### config.mk
export PLATFORM = sky130hd
export DESIGN_NAME = serial_comparer
export DESIGN_NICKNAME = d
export VERILOG_FILES = /design/src/rtl/cmp_pkg.sv /design/src/rtl/cmp_slice.sv /design/src/rtl/serial_comparer.sv
export SDC_FILE = /design/constraint.sdc
export NUM_CORES = 1
export LEC_CHECK = 0
export BUFFER_PORTS_ARGS = -buffer_cell sky130_fd_sc_hd__buf_4
export CAP_MARGIN = 20
export CORE_MARGIN = 2
export CORE_UTILIZATION = 30
export DETAILED_ROUTE_END_ITERATION = 7
export HOLD_SLACK_MARGIN = 0.03
export PLACE_DENSITY = 0.61
export SLEW_MARGIN = 10
export SYNTH_ARGS = -nofsm -noshare
export SYNTH_HDL_FRONTEND = slang
export SYNTH_HIERARCHICAL = 1
export SYNTH_SLANG_ARGS = --single-unit
### constraint.sdc
create_clock -name clk -period 4.5 [get_ports clk]
set_clock_uncertainty 0.1 [all_clocks]
set_input_delay 0.225 -clock clk [delete_from_list [all_inputs] [get_ports clk]]
set_output_delay 0.225 -clock clk [all_outputs]
set_load 0.1 [all_outputs]
### src/rtl/cmp_pkg.sv
// Shared encodings for serial_comparer: funct3 values for compare and min/max
// operations, plus the controller state type.
package cmp_pkg;

  localparam logic [2:0] F3_EQ   = 3'b000;
  localparam logic [2:0] F3_NE   = 3'b001;
  localparam logic [2:0] F3_SLT  = 3'b010;
  localparam logic [2:0] F3_SLTU = 3'b011;
  localparam logic [2:0] F3_LT   = 3'b100;
  localparam logic [2:0] F3_GE   = 3'b101;
  localparam logic [2:0] F3_LTU  = 3'b110;
  localparam logic [2:0] F3_GEU  = 3'b111;

  localparam logic [2:0] F3_MIN  = 3'b100;
  localparam logic [2:0] F3_MINU = 3'b101;
  localparam logic [2:0] F3_MAX  = 3'b110;
  localparam logic [2:0] F3_MAXU = 3'b111;

  typedef enum logic [1:0] {
    IDLE = 2'd0,
    BUSY = 2'd1,
    DONE = 2'd2
  } state_t;

  // True when the operation compares its operands as two's-complement values.
  function automatic logic is_signed_op(input logic [2:0] op, input logic minmax);
    if (minmax) return (op == F3_MIN) || (op == F3_MAX);
    return (op == F3_LT) || (op == F3_GE) || (op == F3_SLT);
  endfunction

endpackage

### src/rtl/cmp_slice.sv
// Combinational unsigned comparison of one operand slice.
module cmp_slice #(
  parameter int unsigned WIDTH = 8
) (
  input  logic [WIDTH-1:0] a,
  input  logic [WIDTH-1:0] b,
  output logic             lt,
  output logic             eq
);

  assign lt = (a < b);
  assign eq = (a == b);

endmodule

### src/rtl/serial_comparer.sv
// Multi-cycle operand comparer: one CHUNK-bit slice per cycle, MSB slice first,
// producing a branch/slt flag or a Zbb min/max result behind valid/ready.
module serial_comparer
  import cmp_pkg::*;
#(
  parameter int unsigned XLEN       = 32,
  parameter int unsigned CHUNK      = 8,
  parameter bit          EARLY_EXIT = 1'b1
) (
  input  logic            clk,
  input  logic            reset,
  input  logic            in_valid,
  output logic            in_ready,
  input  logic [2:0]      op,
  input  logic            minmax,
  input  logic [XLEN-1:0] in1,
  input  logic [XLEN-1:0] in2,
  output logic            out_valid,
  input  logic            out_ready,
  output logic            out_flag,
  output logic [XLEN-1:0] out_value
);

  localparam int unsigned NCHUNK = XLEN / CHUNK;
  localparam int unsigned IDX_W  = (NCHUNK > 1) ? $clog2(NCHUNK) : 1;

  if (XLEN % CHUNK != 0) begin : g_bad_chunk
    $fatal(1, "serial_comparer: XLEN must be a multiple of CHUNK");
  end

  state_t            state_q, state_d;
  logic [2:0]        op_q;
  logic              minmax_q;
  logic [XLEN-1:0]   a_q, b_q;
  logic [IDX_W-1:0]  idx_q;
  logic              found_q, lt_q;
  logic              flag_q;
  logic [XLEN-1:0]   value_q;

  logic [XLEN-1:0]   sign_mask, a_cmp, b_cmp;
  logic [CHUNK-1:0]  a_slice, b_slice;
  logic              s_lt, s_eq, decide;
  logic              res_lt, res_eq, flag_d;
  logic [XLEN-1:0]   value_d;

  // Flipping the sign bit turns a signed compare into an unsigned one.
  assign sign_mask = {is_signed_op(op_q, minmax_q), {(XLEN-1){1'b0}}};
  assign a_cmp     = a_q ^ sign_mask;
  assign b_cmp     = b_q ^ sign_mask;
  assign a_slice   = a_cmp[idx_q*CHUNK +: CHUNK];
  assign b_slice   = b_cmp[idx_q*CHUNK +: CHUNK];

  cmp_slice #(.WIDTH(CHUNK)) u_slice (
    .a  (a_slice),
    .b  (b_slice),
    .lt (s_lt),
    .eq (s_eq)
  );

  assign decide = (EARLY_EXIT && !s_eq) || (idx_q == '0);
  // Without early exit, the first differing slice seen decides the ordering.
  assign res_lt = found_q ? lt_q : s_lt;
  assign res_eq = !found_q && s_eq;

  always_comb begin
    flag_d  = 1'b0;
    value_d = '0;
    if (minmax_q) begin
      case (op_q)
        F3_MIN, F3_MINU: begin
          flag_d  = res_lt;
          value_d = res_lt ? a_q : b_q;
        end
        F3_MAX, F3_MAXU: begin
          flag_d  = res_lt;
          value_d = res_lt ? b_q : a_q;
        end
        default: ;
      endcase
    end else begin
      case (op_q)
        F3_EQ:                         flag_d = res_eq;
        F3_NE:                         flag_d = !res_eq;
        F3_LT, F3_SLT, F3_LTU, F3_SLTU: flag_d = res_lt;
        default:                       flag_d = !res_lt;
      endcase
      value_d = XLEN'(flag_d);
    end
  end

  always_ff @(posedge clk) begin
    if (reset) state_q <= IDLE;
    else       state_q <= state_d;
  end

  always_comb begin
    state_d = state_q;
    case (state_q)
      IDLE:    if (in_valid)  state_d = BUSY;
      BUSY:    if (decide)    state_d = DONE;
      DONE:    if (out_ready) state_d = IDLE;
      default:                state_d = IDLE;
    endcase
  end

  // Operand capture, slice walk and result registers.
  always_ff @(posedge clk) begin
    if (reset) begin
      op_q     <= '0;
      minmax_q <= 1'b0;
      a_q      <= '0;
      b_q      <= '0;
      idx_q    <= '0;
      found_q  <= 1'b0;
      lt_q     <= 1'b0;
      flag_q   <= 1'b0;
      value_q  <= '0;
    end else begin
      case (state_q)
        IDLE: begin
          if (in_valid) begin
            op_q     <= op;
            minmax_q <= minmax;
            a_q      <= in1;
            b_q      <= in2;
            idx_q    <= IDX_W'(NCHUNK - 1);
            found_q  <= 1'b0;
            lt_q     <= 1'b0;
          end
        end
        BUSY: begin
          if (decide) begin
            flag_q  <= flag_d;
            value_q <= value_d;
          end else begin
            idx_q <= idx_q - IDX_W'(1);
            if (!found_q && !s_eq) begin
              found_q <= 1'b1;
              lt_q    <= s_lt;
            end
          end
        end
        default: ;
      endcase
    end
  end

  assign in_ready  = (state_q == IDLE);
  assign out_valid = (state_q == DONE);
  assign out_flag  = flag_q;
  assign out_value = value_q;

endmodule

==> metrics, run 1 <==
Synth warnings 6; final worst path period share 0.837; Max clock buf depth 2; Max FO, Critical Path 31; clock period minus worst slack 3.77 ns; antenna viol nets, final 0; Routed WL 13700 microns; Mapped Cells 553; worst path required time 4.62 ns; Post-synth ARST share 0; final setup vio count 0; Seq/Total Area, Yosys 0.452; share of cells above drive strength 1 0.225; Worst-path clk slew 0.07 ns; GR Util All Layers 0.168; number of global-route vias before repair 4181; clk sinks 107; PostCTS Resize Cnt 0; post-DP HPWL 10300 microns; CP max stage cell a2111oi_2; critical path type reg2reg; Post-Synthesis Cell Area 4740 sq um; maxcap violations 0; post-synth top area cell dfxtp_1; FP Rows 45; top-area cell type share of the netlist area 0.452; CTS tree built; Antenna Diode Count 0; hold_ws 0.0323 ns; pins over their slew limit 0; RePlAce Congestion 0.873; later-pin clock latency in the skew report 0.35 ns; Area Growth Syn to Fin 32.4%; core area 15300 sq um; Post-synth EDFFs 0; Hold Vio Cnt, Final 0; Die Height 130 microns; CP max stage delay 0.55 ns; Worst setup SP type flop; I/O pin count 107; post-synth net total 634; Starting Density 0.309; first-pass GRT wire length 21700 microns; most frequent cell after synthesis nand2_1; Synth Area per Inst 8.57 sq um; clk root buf clkbuf_16; register bit total from synthesis 107; initial antenna violation count 0; Max transition margin 0.453; DRT iter0 DRCs 325; Residual DRC 0; vias per inst 4.82; Synth cell types 39; WL/cell 15.6 microns; Worst path most repeated cell a21oi_1; P_leak 2.52 nW; Post-synth top cells nand2_1 (178), dfxtp_1 (107), a21oi_1 (76); die area 16800 sq um; status completed; drt first pass iters 5; Data arrival, critical path 3.89 ns; worst slew pin tran 0.820 ns; worst setup path startpoint op_q[1]; GRT Residual Overflow 0; synth top area cells dfxtp_1 (45%), nand2_1 (14%), a21oi_1 (8.0%); Fmax 266 MHz; R2R Path Start op_q[1]; via count 4257; critical hold path startpoint in2[8]; crit path capture type flop; CP Cell Sequence buf_4, or3b_1, a21oi_1, nor4_1, nor3_1, inv_1, ha_1, nand4_1, a21oi_1, a2111oi_2, mux2i_4, xnor2_4, buf_12, mux2i_1, o21ai_1; Num CTS Buffers 9; final-stage net count 751; H-tree depth 3; Power Density 383 nW/um^2; Min-Delay Path Class in2reg; Buffers on Ports 106; Synth Flop Type dfxtp_1; Die W 130 microns; pin count of the biggest net entering global routing 80; setup_tns 0 ns; Worst VDD drop 201 uV; RSZ-0062 raised after global routing no; final core utilization 0.410
[worst max-delay path, delay by kind of cell, from the launching register on]
family / cells / cell delay (ns)
adders and majority gates: 1 / 0.32
buffers and inverters: 3 / 0.49
AOI/OAI and AO/OA: 4 / 0.98
xor gates and xnor gates: 1 / 0.20
muxes: 2 / 0.44
and+or+nand+nor: 4 / 0.77
DFF: 1 / 0.31
[cell usage in the layout (no fill, tap or decap), types with 2 or more instances in the layout]
master         count
mux2i_1           34
buf_4            114
a21oi_1           75
clkbuf_16          9
clkinvlp_4         2
nor2_1             9
o21ai_1           31
o31ai_1            2
nand4_1            3
or3_1              2
nor2b_1            4
nor3_1             5
ha_1               9
nand2_1          177
nor3b_1            2
nand2b_1           6
o2111a_1           2
dlygate4sd3_1     28
buf_12             2
mux4_2            14
nor4_1             4
inv_1             10
dfxtp_1          107
[state kept, by name, summed over array words and instances (netlist names)]
signal,cells
out_value,32
idx_q,2
minmax_q,1
found_q,1
b_q,32
op_q,3
state_q,2
a_q,32
lt_q,1
out_flag,1
[metrics by stage]
stage	worst slack (ns)	power (mW)	std cells	cell area (sq um)
6_report	0.735	2.40	883	6270
5_1_grt	0.362	2.51	883	6270
4_1_cts	0.760	2.42	883	6270
3_5_place_dp	0.771	1.70	842	5730
3_3_place_gp	0.904	1.67	841	5710
2_1_floorplan	0.991	1.53	553	4740
[repair_timing]
item                      in CTS  in global routing
buffers inserted               0                  0
hold buffers                  28                  0
hold endpoints to repair      28                  0
[where the power goes]
| group | switching (mW) | internal, mW | leakage [nW] |
|---|---|---|---|
| Sequential | 0.0606 | 0.996 | 0.874 |
| Combinational | 0.335 | 0.300 | 1.53 |
| Clock | 0.330 | 0.381 | 0.120 |
| Total | 0.726 | 1.68 | 2.52 |
[routing by layer]
| layer | share of wire | GRT usage | vias up |
|---|---|---|---|
| met5 | 0 | 0 | - |
| met4 | 0.011 | 0.0392 | 0 |
| met3 | 0.069 | 0.0421 | 12 |
| met2 | 0.45 | 0.265 | 153 |
| met1 | 0.47 | 0.232 | 1985 |
| li1 | - | - | 2107 |
[worst paths after layout]
path	depth (start not counted)	slack [ns]	end
worst max register to register	15	0.73	out_value[11]
worst max-delay path	15	0.73	out_value[11]
worst min-delay path	3	0.03	b_q[8]
worst min register to register	2	0.35	out_value[5]
[cells by family after synthesis]
kind of cell,share of synthesized area
compound gates,0.139
xor+xnor,0.00766
fa+ha+maj,0.0238
buf+inv,0.0441
flops,0.452
mux,0.143
simple gates,0.191
[layout make-up]
| cell class | count | area [sq um] |
|---|---|---|
| clock inverter | 2 | 15.0 |
| clock buffer | 11 | 243 |
| multi-input combinational | 398 | 2390 |
| tap | 211 | 264 |
| timing repair buffer | 144 | 1180 |
| inverter | 10 | 37.5 |
| fill | 1556 | 9040 |
| sequential | 107 | 2140 |
Note: power is estimated with default switching activity, not from simulation.
==> run 2, diff against run 1 <==
- PLACE_DENSITY: 0.61 -> 0.63
- clock period: 4.5 -> 3.45 ns (I/O delays scaled with it)
==> metrics, run 2 (same netlist as run 1, synthesis figures left out) <==
final setup vio count 0 (unchanged); Placed Instances 847 (was 842); commonest cells after routing, fill and taps aside nand2_1 (177), buf_4 (117), dfxtp_1 (107), a21oi_1 (74), dlygate4sd3_1 (69) (was nand2_1 (177), buf_4 (114), dfxtp_1 (107), a21oi_1 (75), mux2i_1 (34)); CP Cell Sequence or3b_1, a21oi_2, nor4_1, nor3_1, ha_1, nand2_1, nor2_1, a2111oi_4, mux2i_4, xnor2_4, buf_6, mux2i_1, o21ai_1 (was buf_4, or3b_1, a21oi_1, nor4_1, nor3_1, inv_1, ha_1, nand4_1, a21oi_1, a2111oi_2, mux2i_4, xnor2_4, buf_12, mux2i_1, o21ai_1); Finished Layout Cells 932 (was 883); Max FO, Critical Path 13 (was 31); DRT iter0 DRCs 258 (was 325); Residual DRC 0 (unchanged); Worst VDD drop 285 uV (was 201 uV); Buf/Inv on CP 1 (was 3); R2R Path Start op_q[2] (was op_q[1]); RePlAce Congestion 0.841 (was 0.873); pin count of the biggest net entering global routing 80 (unchanged); antenna viol nets, final 0 (unchanged); hold path depth 2 (was 3); Worst-path clk slew 0.07 ns (about the same); vias per inst 4.70 (was 4.82); number of global-route vias before repair 4191 (was 4181); CP max stage cell or3b_1 (was a2111oi_2); Num CTS Buffers 9 (unchanged); final worst path period share 0.928 (was 0.837); WL/cell 15.3 microns (was 15.6 microns); Max clock buf depth 2 (unchanged); crit path capture type flop (unchanged); critical hold path startpoint reset (was in2[8]); core area 15300 sq um (unchanged); worst path required time 3.60 ns (was 4.62 ns); GRT Residual Overflow 0 (unchanged); Routed WL 14200 microns (was 13700 microns); FP Rows 45 (unchanged); CP delay by family, top simple AND/OR/NAND/NOR gates (was compound AO/OA/AOI/OAI gates); status completed (unchanged); clk root buf clkbuf_16 (unchanged); share of cells above drive strength 1 0.223 (was 0.225); WHS Endpoint state_q[0] (was b_q[8]); post-DP HPWL 9920 microns (was 10300 microns); RSZ-0062 raised after global routing no (unchanged); clock period minus worst slack 3.20 ns (was 3.77 ns); R2R Setup Slk 0.25 ns (was 0.73 ns); drt first pass iters 5 (unchanged); Worst setup SP type flop (unchanged); commonest non-fill, non-tap cell in the layout nand2_1 (unchanged); final-stage net count 797 (was 751); Antenna Diode Count 0 (unchanged); first-pass GRT wire length 22300 microns (was 21700 microns); Hold Vio Cnt, Final 0 (unchanged); I/O pin count 107 (unchanged); Seq. cell area 2140 sq um (unchanged); multi-input logic area 2410 sq um (was 2390 sq um); Min-Delay Path Class in2reg (unchanged); Area Growth Syn to Fin 43.7% (was 32.4%); Max transition margin 0.394 (was 0.453); Die W 130 microns (unchanged); filler cell count 1528 (was 1556); die area 16800 sq um (unchanged); later-pin clock latency in the skew report 0.36 ns (was 0.35 ns); critical path type reg2reg (unchanged); worst r2r dst out_value[31] (was out_value[11]); P_leak 2.76 nW (was 2.52 nW); initial antenna violation count 0 (unchanged); setup_tns 0 ns (unchanged); Buffers on Ports 106 (unchanged); H-tree depth 3 (unchanged); Power Density 493 nW/um^2 (was 383 nW/um^2); Starting Density 0.309 (unchanged); CP max stage delay 0.39 ns (was 0.55 ns); maxcap violations 0 (unchanged); CTS tree built (unchanged); Cell Area, Placed 5780 sq um (was 5730 sq um); GR Util All Layers 0.176 (was 0.168); Data arrival, critical path 3.35 ns (was 3.89 ns); pins over their slew limit 0 (unchanged); worst slew pin tran 0.909 ns (was 0.820 ns); worst setup path startpoint op_q[2] (was op_q[1]); Die Height 130 microns (unchanged); Fmax 312 MHz (was 266 MHz); via count 4379 (was 4257); clk sinks 107 (unchanged); postcts setup bufs 0 (unchanged); cell count of the worst reg-to-reg path 13 (was 15); Layout Cell Area excl Fill 6810 sq um (was 6270 sq um)
## run 2: cell types whose count changed in the layout (fill, tap and decap cells not counted), sizes merged
| cell | previous run | this run |
|---|---|---|
| dlygate4sd3 | 28 | 69 |
| clkinv | 0 | 2 |
| buf | 116 | 121 |
| clkinvlp | 2 | 1 |
| bufinv | 0 | 1 |
| clkbuf | 11 | 12 |
## run 2: repair_timing
action,in CTS,in global routing
gates resized for setup,1,2
endpoints found under the setup margin,7,33
pin swaps,0,1
hold endpoints to repair,69,0
hold buffers,69,0
## run 2: per-layer routing
layer,part of all wire,GRT usage,vias to the layer above
met4,0.022,0.0664,0
met1,0.49,0.248,2034
li1,-,-,2210
met5,0,0,-
met2,0.44,0.265,112
met3,0.043,0.0367,23
## run 2: final cells by class
class,count,share of cell area
flip-flops and latches,107,0.315
clock buffers,12,0.0391
multi-input cells,398,0.354
well taps,211,0.0388
inverters,10,0.00551
repair buffers,190,0.241
clock inverters,4,0.00698
## run 2: worst reg2reg max path: stages, from the launching register on
cell and delay (ns):
dfxtp_1 0.31, or3b_1 0.39, a21oi_2 0.23, nor4_1 0.09, nor3_1 0.25, ha_1 0.33, nand2_1 0.10, nor2_1 0.07
a2111oi_4 0.36, mux2i_4 0.15, xnor2_4 0.20, buf_6 0.22, mux2i_1 0.21, o21ai_1 0.08
## run 2: worst max path at each step
stage                               end  cells past startpoint
after global placement    out_value[14]                     14
final                     out_value[31]                     13
after CTS                 out_value[31]                     14
after global routing       out_value[4]                     15
after detailed placement  out_value[31]                     14
after floorplan           out_value[10]                     13
## run 2: metrics by stage
step	setup slack, ns	hold WS, ns	power (mW)	utilization
after floorplan	0.0125	0.208	2.00	-
after global placement	0.0847	0.322	2.22	0.378
after detailed placement	0.00521	0.329	2.23	0.378
after CTS	0.0533	0.283	3.38	0.444
after global routing	0.0218	0.332	3.54	0.445
final	0.248	0.293	3.36	0.445
## run 2: report_power, final
part | total, mW | switching (mW) | leakage, nW | internal [mW]
clock | 1.08 | 0.460 | 0.155 | 0.620
combinational | 0.911 | 0.461 | 1.73 | 0.449
sequential | 1.37 | 0.0676 | 0.874 | 1.30
